[config.mk]
export PLATFORM = sky130hd
export DESIGN_NAME = serial_subtractor
export DESIGN_NICKNAME = d
export VERILOG_FILES = /design/src/rtl/serial_sub_pkg.sv /design/src/rtl/serial_subtractor_cell.sv /design/src/rtl/serial_subtractor.sv
export SDC_FILE = /design/constraint.sdc
export NUM_CORES = 1
export LEC_CHECK = 0
export ABC_AREA = 1
export CAP_MARGIN = 20
export CELL_PAD_IN_SITES_DETAIL_PLACEMENT = 2
export CELL_PAD_IN_SITES_GLOBAL_PLACEMENT = 2
export CORE_MARGIN = 4
export CORE_UTILIZATION = 30
export CTS_BUF_LIST = sky130_fd_sc_hd__clkbuf_8
export CTS_CLUSTER_SIZE = 10
export DETAILED_ROUTE_END_ITERATION = 8
export PLACE_DENSITY_LB_ADDON = 0.3
export SLEW_MARGIN = 25
export SYNTH_ARGS = -nofsm -noshare
export SYNTH_HDL_FRONTEND = slang
export SYNTH_SLANG_ARGS = --single-unit
[constraint.sdc]
create_clock -name clk -period 1.9 [get_ports clk]
set_clock_uncertainty 0.05 [all_clocks]
set_input_delay 0.38 -clock clk [delete_from_list [all_inputs] [get_ports clk]]
set_output_delay 0.38 -clock clk [all_outputs]
set_load 0.005 [all_outputs]
[src/rtl/serial_sub_pkg.sv]
// Shared definitions for the bit-serial subtractor: FSM encodings and counter sizing.
// Latency: n/a (package only).
// Backpressure: n/a (package only).
package serial_sub_pkg;

  // ST 2'b11 is unused and recovers to ST_IDLE in the next-state logic.
  typedef enum logic [1:0] {
    ST_IDLE = 2'b00,
    ST_RUN  = 2'b01,
    ST_DONE = 2'b10
  } state_t;

  // Bit index counter width; WIDTH >= 2 always yields at least one bit.
  function automatic int cnt_width(input int width);
    return (width > 1) ? $clog2(width) : 1;
  endfunction

endpackage

[src/rtl/serial_subtractor_cell.sv]
// One-bit full subtractor: d = a - b - bin, bout = borrow out.
// Latency: purely combinational.
// Backpressure: none.
module full_subtractor_cell (
  input  logic a,
  input  logic b,
  input  logic bin,
  output logic d,
  output logic bout
);

  assign d    = a ^ b ^ bin;
  assign bout = (~a & b) | (~(a ^ b) & bin);

endmodule

[src/rtl/serial_subtractor.sv]
// Bit-serial LSB-first subtractor: diff = a - b - bin, with borrow-out and signed overflow.
// Latency: out_valid rises WIDTH edges after the accepting edge; issue interval >= WIDTH+2.
// Backpressure: in_ready only in IDLE; result held in DONE until out_ready, stalls indefinitely.
module serial_subtractor
  import serial_sub_pkg::*;
#(
  parameter int WIDTH = 8
) (
  input  logic             clk,
  input  logic             rst_n,
  input  logic             in_valid,
  output logic             in_ready,
  input  logic [WIDTH-1:0] a,
  input  logic [WIDTH-1:0] b,
  input  logic             bin,
  output logic             out_valid,
  input  logic             out_ready,
  output logic [WIDTH-1:0] diff,
  output logic             bout,
  output logic             ovf,
  output logic             busy
);

  localparam int                CNT_W    = cnt_width(WIDTH);
  localparam logic [CNT_W-1:0]  CNT_LAST = CNT_W'(WIDTH - 1);

  state_t           state;
  state_t           state_nxt;
  logic [WIDTH-1:0] a_sr;
  logic [WIDTH-1:0] b_sr;
  logic [WIDTH-1:0] res_sr;
  logic [WIDTH-1:0] res_nxt;
  logic [CNT_W-1:0] cnt;
  logic             br;
  logic             br_nxt;
  logic             cell_d;
  logic             a_msb;
  logic             b_msb;
  logic             accept;
  logic             last;

  // Single full-subtractor cell consumes the current LSBs and the running borrow.
  full_subtractor_cell u_cell (
    .a    (a_sr[0]),
    .b    (b_sr[0]),
    .bin  (br),
    .d    (cell_d),
    .bout (br_nxt)
  );

  assign accept  = in_valid & (state == ST_IDLE);
  assign last    = (state == ST_RUN) && (cnt == CNT_LAST);
  assign res_nxt = {cell_d, res_sr[WIDTH-1:1]};

  // Handshake flags are pure functions of state.
  always_comb begin
    in_ready  = 1'b0;
    out_valid = 1'b0;
    busy      = 1'b0;
    case (state)
      ST_IDLE: in_ready  = 1'b1;
      ST_RUN:  busy      = 1'b1;
      ST_DONE: begin
        out_valid = 1'b1;
        busy      = 1'b1;
      end
      default: ;
    endcase
  end

  // Next-state: accept -> run WIDTH bits -> hold result until consumed.
  always_comb begin
    state_nxt = state;
    case (state)
      ST_IDLE: if (accept)    state_nxt = ST_RUN;
      ST_RUN:  if (last)      state_nxt = ST_DONE;
      ST_DONE: if (out_ready) state_nxt = ST_IDLE;
      default:                state_nxt = ST_IDLE;
    endcase
  end

  // State register.
  always_ff @(posedge clk) begin
    if (!rst_n) state <= ST_IDLE;
    else        state <= state_nxt;
  end

  // Datapath: capture operands, shift one bit per RUN edge, latch result on the last bit.
  always_ff @(posedge clk) begin
    if (!rst_n) begin
      a_sr   <= '0;
      b_sr   <= '0;
      res_sr <= '0;
      br     <= 1'b0;
      cnt    <= '0;
      a_msb  <= 1'b0;
      b_msb  <= 1'b0;
      diff   <= '0;
      bout   <= 1'b0;
      ovf    <= 1'b0;
    end else begin
      case (state)
        ST_IDLE: begin
          if (accept) begin
            a_sr   <= a;
            b_sr   <= b;
            res_sr <= '0;
            br     <= bin;
            cnt    <= '0;
            a_msb  <= a[WIDTH-1];
            b_msb  <= b[WIDTH-1];
          end
        end
        ST_RUN: begin
          a_sr   <= a_sr >> 1;
          b_sr   <= b_sr >> 1;
          res_sr <= res_nxt;
          br     <= br_nxt;
          cnt    <= cnt + CNT_W'(1);
          if (last) begin
            cnt  <= '0;
            diff <= res_nxt;
            bout <= br_nxt;
            // Overflow only possible when operand signs differ and result sign leaves a's.
            ovf  <= (a_msb != b_msb) && (res_nxt[WIDTH-1] != a_msb);
          end
        end
        default: ;
      endcase
    end
  end

endmodule
---- Word level (Yosys, flattened, before mapping) ----
Cells that the tools add are included.
word-level totals
  flip-flop bits (word level) ............. 42
  bits of input ports ..................... 21
  output and inout bits ................... 13
  logic and storage cells ................. 55
cells by class
  add/sub/neg operators ................... 1
  equality and inequality tests ........... 8
  muxes and demuxes ....................... 18
  bitwise logic cells ..................... 8
  reduce and logical (&&, ||, !) cells .... 9
operators with widths
  operator                                                                number
  8-bit case mux with 2 select lines                                      3
  8-bit two-way mux                                                       3
  2-bit two-way mux                                                       3
  3-bit two-way mux                                                       2
  2-bit inequality test (second input constant)                           3
  2-bit case mux with 3 select lines                                      1
  3-bit case mux with 2 select lines                                      1
  2-bit AND reduction                                                     3
  1-bit two-way mux                                                       4
  3-bit by 1-bit adder with 3-bit output (second input constant)          1
  1-bit bitwise AND                                                       3
  3-bit equality test (second input constant)                             1
  3-bit AND reduction                                                     1
  2-bit by 1-bit equality test with 1-bit output (second input constant)  1
  2-bit equality test (second input constant)                             1
  1-bit logical AND                                                       2
  2-bit logical NOT                                                       1
  1-bit inequality test                                                   2
  1-bit inverter                                                          2
  1-bit case mux with 2 select lines                                      1
  2-bit nonzero test                                                      1
  2-bit OR reduction                                                      1
  1-bit XOR                                                               2
  1-bit bitwise OR                                                        1

---- Logic depth before layout (Yosys ltp) ----
Gate-level depths: netlist (run 1).
  depth in word-level cells ............... 5
  mapped depth ............................ 9
  gate-level depth less buffers ........... 8

---- Modules after synthesis ----
Synthesis (run 1) repeated with hierarchy kept, for this count alone.
unflattened totals
  cell total of the unflattened synthesis .. 257
  area, all modules ....................... 1831.8 um2
by module, submodules not included
  module                instances  cells each  area an instance (um2)  sequential area each (um2)
  serial_subtractor     1          253         1800.5                  820.8
  full_subtractor_cell  1          4           31.3                    0.0

---- Worst setup path before layout (run 1) ----
Ideal clock, no wire load.
  kind .................................... register -> register
  start point ............................. register state[0]
  end point ............................... register cnt[2]
  setup time .............................. 0.069 ns
  data arrival time ....................... 1.339 ns
  data required time ...................... 1.781 ns
  path slack .............................. 0.443 ns
  cell stages (with the launch flop) ...... 7
  path buffers ............................ 1
  clock period less this slack ............ 1.457 ns
  cell sequence ........................... dfxtp_1 -> inv_1 -> ha_1 -> o21ai_2 -> buf_6 -> nand2_2 -> a21oi_2
between the ends
  word-level cells in the longest chain between the ends .. 4
  elaborated cells between the ends (all ways) .. 9
  classes of those cells .................. eq/ne: 2; mux: 2; bitwise: 1; reduce/logical: 4
ends and longest elaborated chain
  item                                                                                 line                                                                        RTL
  start, declared                                                                      serial_subtractor.sv:27                                                     state_t state;
  start signal, assigned                                                               serial_subtractor.sv:85                                                     else state <= state_nxt;
  2-bit by 1-bit equality test with 1-bit output or 2-bit logical NOT (tied branches)  serial_subtractor.sv:52, serial_subtractor.sv:102, serial_subtractor.sv:51
  1-bit logical AND or 1-bit bitwise AND (tied branches)                               serial_subtractor.sv:52, serial_subtractor.sv:51
  3-bit two-way mux or 2-bit inequality test (tied branches)                           n/a
  3-bit case mux with 2 select lines or 2-bit AND reduction (tied branches)            n/a
  end signal, assigned                                                                 serial_subtractor.sv:119                                                    cnt <= cnt + CNT_W'(1);
  end, declared                                                                        serial_subtractor.sv:33                                                     logic [CNT_W-1:0] cnt;
Several ways; a longest one is shown, not always the timed one.
A chain may end at the register's enable or synchronous reset.

---- Worst setup path after layout (run 1) ----
  start point ............................. register state[1]
  end point ............................... output in_ready
between the ends
  word-level cells in the longest chain between the ends .. 2
ends and longest elaborated chain
  item               line                     RTL
  2-bit logical NOT  serial_subtractor.sv:60  case (state)
  1-bit two-way mux  serial_subtractor.sv:60
  end, declared      serial_subtractor.sv:12  output logic in_ready,
Every way passes these cells.

==> results of run 1 <==
[sequential cells by signal (all words and copies together) (netlist names)]
signal / cells
a_msb: 1
a_sr: 8
b_msb: 1
b_sr: 8
bout: 1
br: 1
cnt: 3
diff: 8
ovf: 1
res_sr: 7
state: 2
[worst min-delay path, cell delays in order (launching register included)]
cell                      delay [ns]
sky130_fd_sc_hd__dfxtp_1        0.31
sky130_fd_sc_hd__nand2_1        0.06
sky130_fd_sc_hd__a21oi_1        0.05
[layer usage]
metal,part of all wire,GRT usage
met5,0,0
met4,0.018,0.05468
met3,0.032,0.03554
met2,0.51,0.2817
met1,0.44,0.1739
[layout make-up]
cell class                 instances  share of cell area
clock inverter                     2             0.01408
clock buffer                       6             0.03443
sequential                        41              0.3432
multi-input combinational        186              0.3688
tap                               75             0.03912
inverter                          14             0.02191
timing repair buffer              44              0.1784
[through the flow]
step	setup WS (ns)	hold WS, ns	cell area [um^2]
2_1_floorplan	0.4429	0.3878	1819
3_5_place_dp	0.06501	0.4045	2255
4_1_cts	0.0003513	0.4168	2381
5_1_grt	-0.01243	0.4566	2399
3_3_place_gp	0.1684	0.3956	2255
6_report	0.06326	0.4165	2399
[power by group through the flow]
stage          combinational, uW  clock [uW]  sequential (uW)
2_1_floorplan                656           0             1060
3_3_place_gp                 952           0             1080
3_5_place_dp                 974           0             1090
4_1_cts                     1000         754             1070
5_1_grt                     1140         802             1090
6_report                    1010         740             1070
[cells in the mapped netlist, drive strengths merged]
library cell  instances  area (um^2)
nand2                79        311.6
nor2                 49        183.9
dfxtp                41        820.8
o21ai                27        142.6
a21oi                17        111.4
inv                  13        48.79
buf                   9        61.30
ha                    5        62.56
nand3                 5        25.02
clkbuf                2        7.510
nand4                 2        12.51
a211oi                1        7.510
clkinv                1        3.750
fa                    1        20.02
[logic make-up after synthesis]
| logic type | share of synthesized area |
|---|---|
| adder cells (fa/ha/maj) | 0.04539 |
| AND/OR/NAND/NOR | 0.2930 |
| flip-flops | 0.4512 |
| buffers and inverters | 0.06670 |
| AO/OA/AOI/OAI | 0.1437 |
[path summary, 6_finish.rpt]
kind	start	to	slack, ns	cells after the start
max	state[1]	in_ready	0.06	3
min	res_sr[1]	res_sr[1]	0.42	2
min reg2reg	res_sr[1]	res_sr[1]	0.42	2
max reg2reg	state[1]	cnt[1]	0.14	7
[repair_timing]
action                     in CTS  in global routing
gates resized for setup         3                  1
setup endpoints to repair       2                  1
setup buffers                   0                  2
==> results.txt, run 1 <==
The run finished with clean final reports. The initial antenna violation count was 0. The total inserted antenna cells is 0. Based on the critical path, the design can be clocked at up to ~540 MHz. The die is 85.87 um wide. For this block, the initial DRC count from the detailed router was 52. The number of routed nets with antenna violations came out at 0. On the critical path the largest part of the delay comes from buffers and inverters.

The library cells used most frequently in the layout, excluding fill and tap cells, are 73 x sky130_fd_sc_hd__nand2_1, 49 x sky130_fd_sc_hd__nor2_1, 39 x sky130_fd_sc_hd__dfxtp_1, 32 x sky130_fd_sc_hd__clkdlybuf4s50_1, 22 x sky130_fd_sc_hd__o21ai_0. The internal power consumption came out at between 1500 and 2000 uW. The number of cells after detailed placement came out at 358.

The count of endpoints failing hold in the final timing report is 0. The static leakage came out at 0.001012 uW. The area of the mapped netlist came out at 0.001819 mm^2. The number of buffers on the longest clock path is 2. The kind of path behind the tightest hold check is reg2reg. The worst setup path is launched from a register.

After detailed routing, the average wire length per cell comes to 14.30 um. The number of clock buffers inserted by TritonCTS is 5. The global-route wire length before repair is 8838 um.

The category of the most critical setup path is reg2out. The worst slew margin relative to its limit came out at 0.7164. Max-cap violations in this run came to 0.

The count of input and output buffers came out at 33. The final design utilization came out at 0.4075. The count of mapped cells out of synthesis came out at 252. The share of the cycle needed by the critical path after routing is 0.9667. For this configuration, the core starts out at a cell density of 0.3091. The maximum fanout along the worst path is 3. The max-slew violation count is 0.

The total overflow reported by the global router came out at 0. The die footprint is 0.007374 mm^2. The worst setup path is captured at an output port. The number of placement rows came out at 28. The total DRC errors in the routed layout came out at 0. The count of cells in the finished layout, fillers not included, comes to around 370. In the final layout, the share of cells above drive strength 1 is 0.1160. The multi-input combinational cells in the finished layout cover a total of between 800 and 900 um^2. The required time at the worst-slack endpoint came out at 1.47 ns. For this design, the CTS-stage hold fixing added 0 buffers. After the last flow step, the layout net total stands at 319. The post-route minimum period is around 1.8 ns. Clock latency on the worst-skew pair, taken at its later pin, is 0.30 ns. Detailed placement ended at an HPWL of 3646 um. The number of levels in the clock H-tree came out at 2. The number of buffers and inverters on the critical path is 2. The pin slew with the least headroom to its limit is 0.4238 ns. The I/O pin count came out at 34.

Of the total power, the share spent switching nets is 0.3571. The post-synthesis to final-layout area growth came out at 31.84%. The largest net degree at the start of global routing is 25. The critical-path cell with the highest stage delay is sky130_fd_sc_hd__clkdlybuf4s50_1. The power dissipated by switching net loads is 1005 uW.

From bottom edge to top edge, the die measures between 80 and 90 um. The number of nets handed over by synthesis was 279. The clock edge transition at the registers on the reported setup and hold paths came out at 0.08 ns. The post-synthesis sequential element count came out at 41. The number of warning messages in the yosys log came out at 0. The power per unit of standard cell area is 1174 mW/mm^2.

Setup violations remaining at the end of the flow were counted as 0. The area occupied by registers is around 820 um^2. Of the synthesized area, sequential elements account for 0.4512.

The mean cell area of the mapped netlist came out at approximately 7.2 um^2. The fraction of power consumed by the clock network is 0.263. The critical path goes through inv_1 -> ha_1 -> clkdlybuf4s50_1. The data arrival at the endpoint of the critical path came out at 1.41 ns. The worst supply voltage drop on vdd came out at ~0.00075 V. The clock sink total came out at 41.

The number of search-and-repair iterations in the first detailed-routing pass came out at 2. The largest stage delay on the critical path is 0.50 ns. Across every metal layer, demand over resource in global routing totals 0.1543.

The via count of the first global-routing pass came out at roughly 1,900. The most common cell after layout, fill and taps aside is sky130_fd_sc_hd__nand2_1. Overall power consumption after layout is estimated at 2815 uW. The via count is 1,723. TritonCTS built the clock tree.

The per-cell via count in the routed design came out at around 4.7. The area of the core came out at 0.005886 mm^2. The proportion of power drawn by combinational gates is 0.357.

The number of library cell types mapped by synthesis is 23. The tree is rooted in a sky130_fd_sc_hd__clkbuf_8. The final total negative setup slack came out at 0 ns.

The final layout contains routed wiring with a total length of about 5300 um. After filler insertion, the fill cell instance count of the layout stands at 709. The placer's final routability congestion estimate is about 0.71. The share of total power in sequential cells is 0.380.
No activity file was read; power rests on OpenSTA's default activity.
==> run 2, diff against run 1 <==
--- a/config.mk
+++ b/config.mk
@@ -10,10 +10,11 @@
 export CELL_PAD_IN_SITES_DETAIL_PLACEMENT = 2
 export CELL_PAD_IN_SITES_GLOBAL_PLACEMENT = 2
 export CORE_MARGIN = 4
-export CORE_UTILIZATION = 30
+export CORE_UTILIZATION = 36
 export CTS_BUF_LIST = sky130_fd_sc_hd__clkbuf_8
 export CTS_CLUSTER_SIZE = 10
 export DETAILED_ROUTE_END_ITERATION = 8
+export DONT_BUFFER_PORTS = 1
 export PLACE_DENSITY_LB_ADDON = 0.3
 export SLEW_MARGIN = 25
 export SYNTH_ARGS = -nofsm -noshare
==> constraint.sdc (replaced) <==
create_clock -name clk -period 2 [get_ports clk]
set_clock_uncertainty 0.05 [all_clocks]
set_input_delay 0.4 -clock clk [delete_from_list [all_inputs] [get_ports clk]]
set_output_delay 0.4 -clock clk [all_outputs]
set_load 0.005 [all_outputs]
==> results.txt, run 2 (same netlist as run 1, synthesis figures left out) <==
The total power consumption of the routed design was 2318 uW (was 2815 uW). The share of the cycle needed by the critical path after routing came out at 0.9053. The initial antenna violation count came out at 0 (unchanged). The number of routed nets with antenna violations is 0 (unchanged). The number of search-and-repair iterations in the first detailed-routing pass is 4 (was 2). The placer's final routability congestion estimate came out at 0.6975 (was 0.7111). The horizontal die dimension is 79.09 um (was 85.87 um). The largest net degree at the start of global routing came out at 28 (was 25). The terminating pin of the worst hold path was diff[5] (was res_sr[1]).

The category of the most critical setup path is reg2reg (was reg2out). The area of the core is 0.004817 mm^2 (was 0.005886 mm^2). Series of cell instances along the critical path: inv_1 -> ha_1 -> o21ai_2 -> o21ai_0 -> nor2_1 (was inv_1 -> ha_1 -> clkdlybuf4s50_1). The post-route minimum period came out at ~1.8 ns. The number of levels in the clock H-tree came out at 2 (unchanged). The clock edge transition at the registers on the reported setup and hold paths is 0.07 ns (was 0.08 ns). The post-CTS setup buffer count is 0 (unchanged).

The nature of the critical path startpoint is a register (unchanged). The global routing usage on met1 is 0.1896 (was 0.1739). The clock sink total is 41 (unchanged). The detailed router's first-iteration violation count is 60 (was 52).

The height of the chip came out at 79.09 um (was 85.87 um). The initial standard-cell utilization of the core is 0.3777 (was 0.3091). The number of clock buffers inserted by TritonCTS is 5 (unchanged). The total overflow reported by the global router is 0 (unchanged).

The final total negative setup slack is 0 ns (unchanged). The TritonCTS clock tree was built (unchanged). The worst slew margin relative to its limit is 0.5736 (was 0.7164). The number of inserted filler cells in the final layout came to 595 (was 709).

The global-route wire length before repair is 7955 um (was 8838 um). The number of buffers inserted by hold repair at cts is 0 (unchanged). The post-detailed-route wirelength per cell is 14.51 um (was 14.30 um). The power per unit of standard cell area was 1188 mW/mm^2 (was 1174 mW/mm^2). The endpoint of the lowest-slack register-to-register path is b_sr[3] (was cnt[1]). The largest stage delay on the critical path came out at 0.58 ns (was 0.50 ns). The static leakage is 0.0008178 uW (was 0.001012 uW). The net count of the finished layout is 279 (was 319).

Run status: finished, final reports clean (unchanged). The die footprint came out at 0.006254 mm^2 (was 0.007374 mm^2). The count of endpoints failing hold in the final timing report is 0 (unchanged).

The critical-path cell with the highest stage delay is sky130_fd_sc_hd__o21ai_2 (was sky130_fd_sc_hd__clkdlybuf4s50_1). The kind of path behind the tightest hold check is in2reg (was reg2reg). The total inserted antenna cells came out at 0 (unchanged).

The worst supply voltage drop on vdd is 0.0005063 V (was 0.0007459 V). The hold path startpoint is rst_n (was res_sr[1]). The fraction of met2 tracks used by global routing was 0.2912 (was 0.2817). The post-cts repair resize count came out at 0 (was 3). The most common cell after layout, fill and taps aside was sky130_fd_sc_hd__nand2_1 (unchanged). The per-cell via count in the routed design is 4.921 (was 4.682).

Setup repair after global routing left no endpoint under its margin. The setup slack on the worst flop-to-flop path came out at 0.19 ns (was 0.14 ns). The post-synthesis to final-layout area growth is 7.221% (was 31.84%). The number of cells on the worst hold path came out at 2 (unchanged). Top Registers: a_sr x8, b_sr x8, diff x8 (unchanged). The required time at the worst-slack endpoint came out at 2.18 ns (was 1.47 ns). The overall routed net length is 4615 um (was 5264 um).

The final-report setup violation count is 0 (unchanged). The total track usage came out at 0.1651 (was 0.1543). The number of placement rows was 25 (was 28). The via count was 1,565 (was 1,723). The global-route track usage on met3 came to 0.04082 (was 0.03554). The detailed-placement wirelength estimate is 3438 um (was 3646 um). The clock insertion delay at the later pin of the skew report is 0.29 ns (was 0.30 ns). The number of cells on the worst reg-to-reg path is 5 (was 7). The max-slew violation count is 0 (unchanged).

The number of cells after detailed placement was 312 (was 358). The number of buffers on the longest clock path came out at 2 (unchanged). The data arrival at the endpoint of the critical path is 1.99 ns (was 1.41 ns). The kind of capture point of the worst setup path is a register (was output port). The maximum fanout along the worst path is 16 (was 3). The pin slew with the least headroom to its limit was 0.6395 ns (was 0.4238 ns). The clock tree root driver cell was sky130_fd_sc_hd__clkbuf_8 (unchanged). The post-route non-filler standard cell count came out at 318 (was 368). The total DRC errors in the routed layout came to 0 (unchanged). The start of the worst register-to-register path is state[0] (was state[1]). Most frequent cells in the layout: 73 x sky130_fd_sc_hd__nand2_1, 49 x sky130_fd_sc_hd__nor2_1, 41 x sky130_fd_sc_hd__dfxtp_1, 22 x sky130_fd_sc_hd__o21ai_0 (was 73 x sky130_fd_sc_hd__nand2_1, 49 x sky130_fd_sc_hd__nor2_1, 39 x sky130_fd_sc_hd__dfxtp_1, 32 x sky130_fd_sc_hd__clkdlybuf4s50_1, 22 x sky130_fd_sc_hd__o21ai_0). Static timing analysis puts the maximum clock frequency at ~550 MHz.

The fraction of layout instances using a drive strength above 1 was 0.09562 (was 0.1160). The count of input and output buffers was 0 (was 33). The via count of the first global-routing pass is 1,653 (was 1,853). The I/O pin count is 34 (unchanged). The global-route layer with the greatest usage is met2 (unchanged). The max-cap violation count came out at 0 (unchanged).
==> run 2: cell types whose count changed in the layout (fill, tap and decap cells not counted), moves of 2 or more <==
cell                              change
sky130_fd_sc_hd__clkdlybuf4s50_1     -32
sky130_fd_sc_hd__buf_4                -7
sky130_fd_sc_hd__dfxtp_1              +2
sky130_fd_sc_hd__dfxtp_2              -2
==> run 2: where the power goes <==
group          internal [uW]  switching (uW)
sequential               944            69.1
combinational            262             538
clock                    230             275
==> run 2: final cells by class <==
class	count	area, um^2	share of cell area
clock inverter	1	5.005	0.002566
tap	67	83.83	0.04298
inverter	14	52.55	0.02694
clock buffer	5	68.82	0.03528
timing repair buffer	4	42.54	0.02181
sequential	41	820.8	0.4208
multi-input combinational	186	877.1	0.4496
==> run 2: worst max-delay path by stage <==
stage,startpoint,endpoint
after floorplan,state[0],cnt[2]
after global placement,state[1],a_sr[6]
after detailed placement,state[0],b_sr[3]
after CTS,state[0],b_sr[3]
after global routing,state[0],b_sr[3]
final,state[0],b_sr[3]
==> run 2: critical path: cells and delay by family (launching register included) <==
| family | cells | cell delay, ns |
|---|---|---|
| AO/OA/AOI/OAI | 2 | 0.79 |
| flip-flops | 1 | 0.37 |
| adder cells (fa/ha/maj) | 1 | 0.33 |
| AND/OR/NAND/NOR | 1 | 0.13 |
| buffers and inverters | 1 | 0.08 |
==> run 2: routing by layer <==
layer / vias to the layer above / part of all wire
met5: - / 0
met2: 29 / 0.51
met3: 6 / 0.040
li1: 792 / -
met4: 0 / 0.016
met1: 738 / 0.44
==> run 2: per-stage QoR <==
step / instance area, um^2 / setup slack (ns) / util / hold WS (ns)
floorplan: 1819 / 0.5429 / - / 0.3878
global placement: 1877 / 0.3487 / 0.3896 / 0.4009
detailed placement: 1877 / 0.1776 / 0.3896 / 0.4083
CTS: 1951 / 0.1669 / 0.4049 / 0.1756
global route: 1951 / 0.002000 / 0.4049 / 0.1699
finish: 1951 / 0.1895 / 0.4049 / 0.1858
==> run 3, diff against run 2 <==
--- a/config.mk
+++ b/config.mk
@@ -16,7 +16,7 @@
 export DETAILED_ROUTE_END_ITERATION = 8
 export DONT_BUFFER_PORTS = 1
 export PLACE_DENSITY_LB_ADDON = 0.3
-export SLEW_MARGIN = 25
+export SLEW_MARGIN = 10
 export SYNTH_ARGS = -nofsm -noshare
 export SYNTH_HDL_FRONTEND = slang
 export SYNTH_SLANG_ARGS = --single-unit
==> results of run 3 <==
The final DEF is identical to that of run 2; final timing and power are the same.
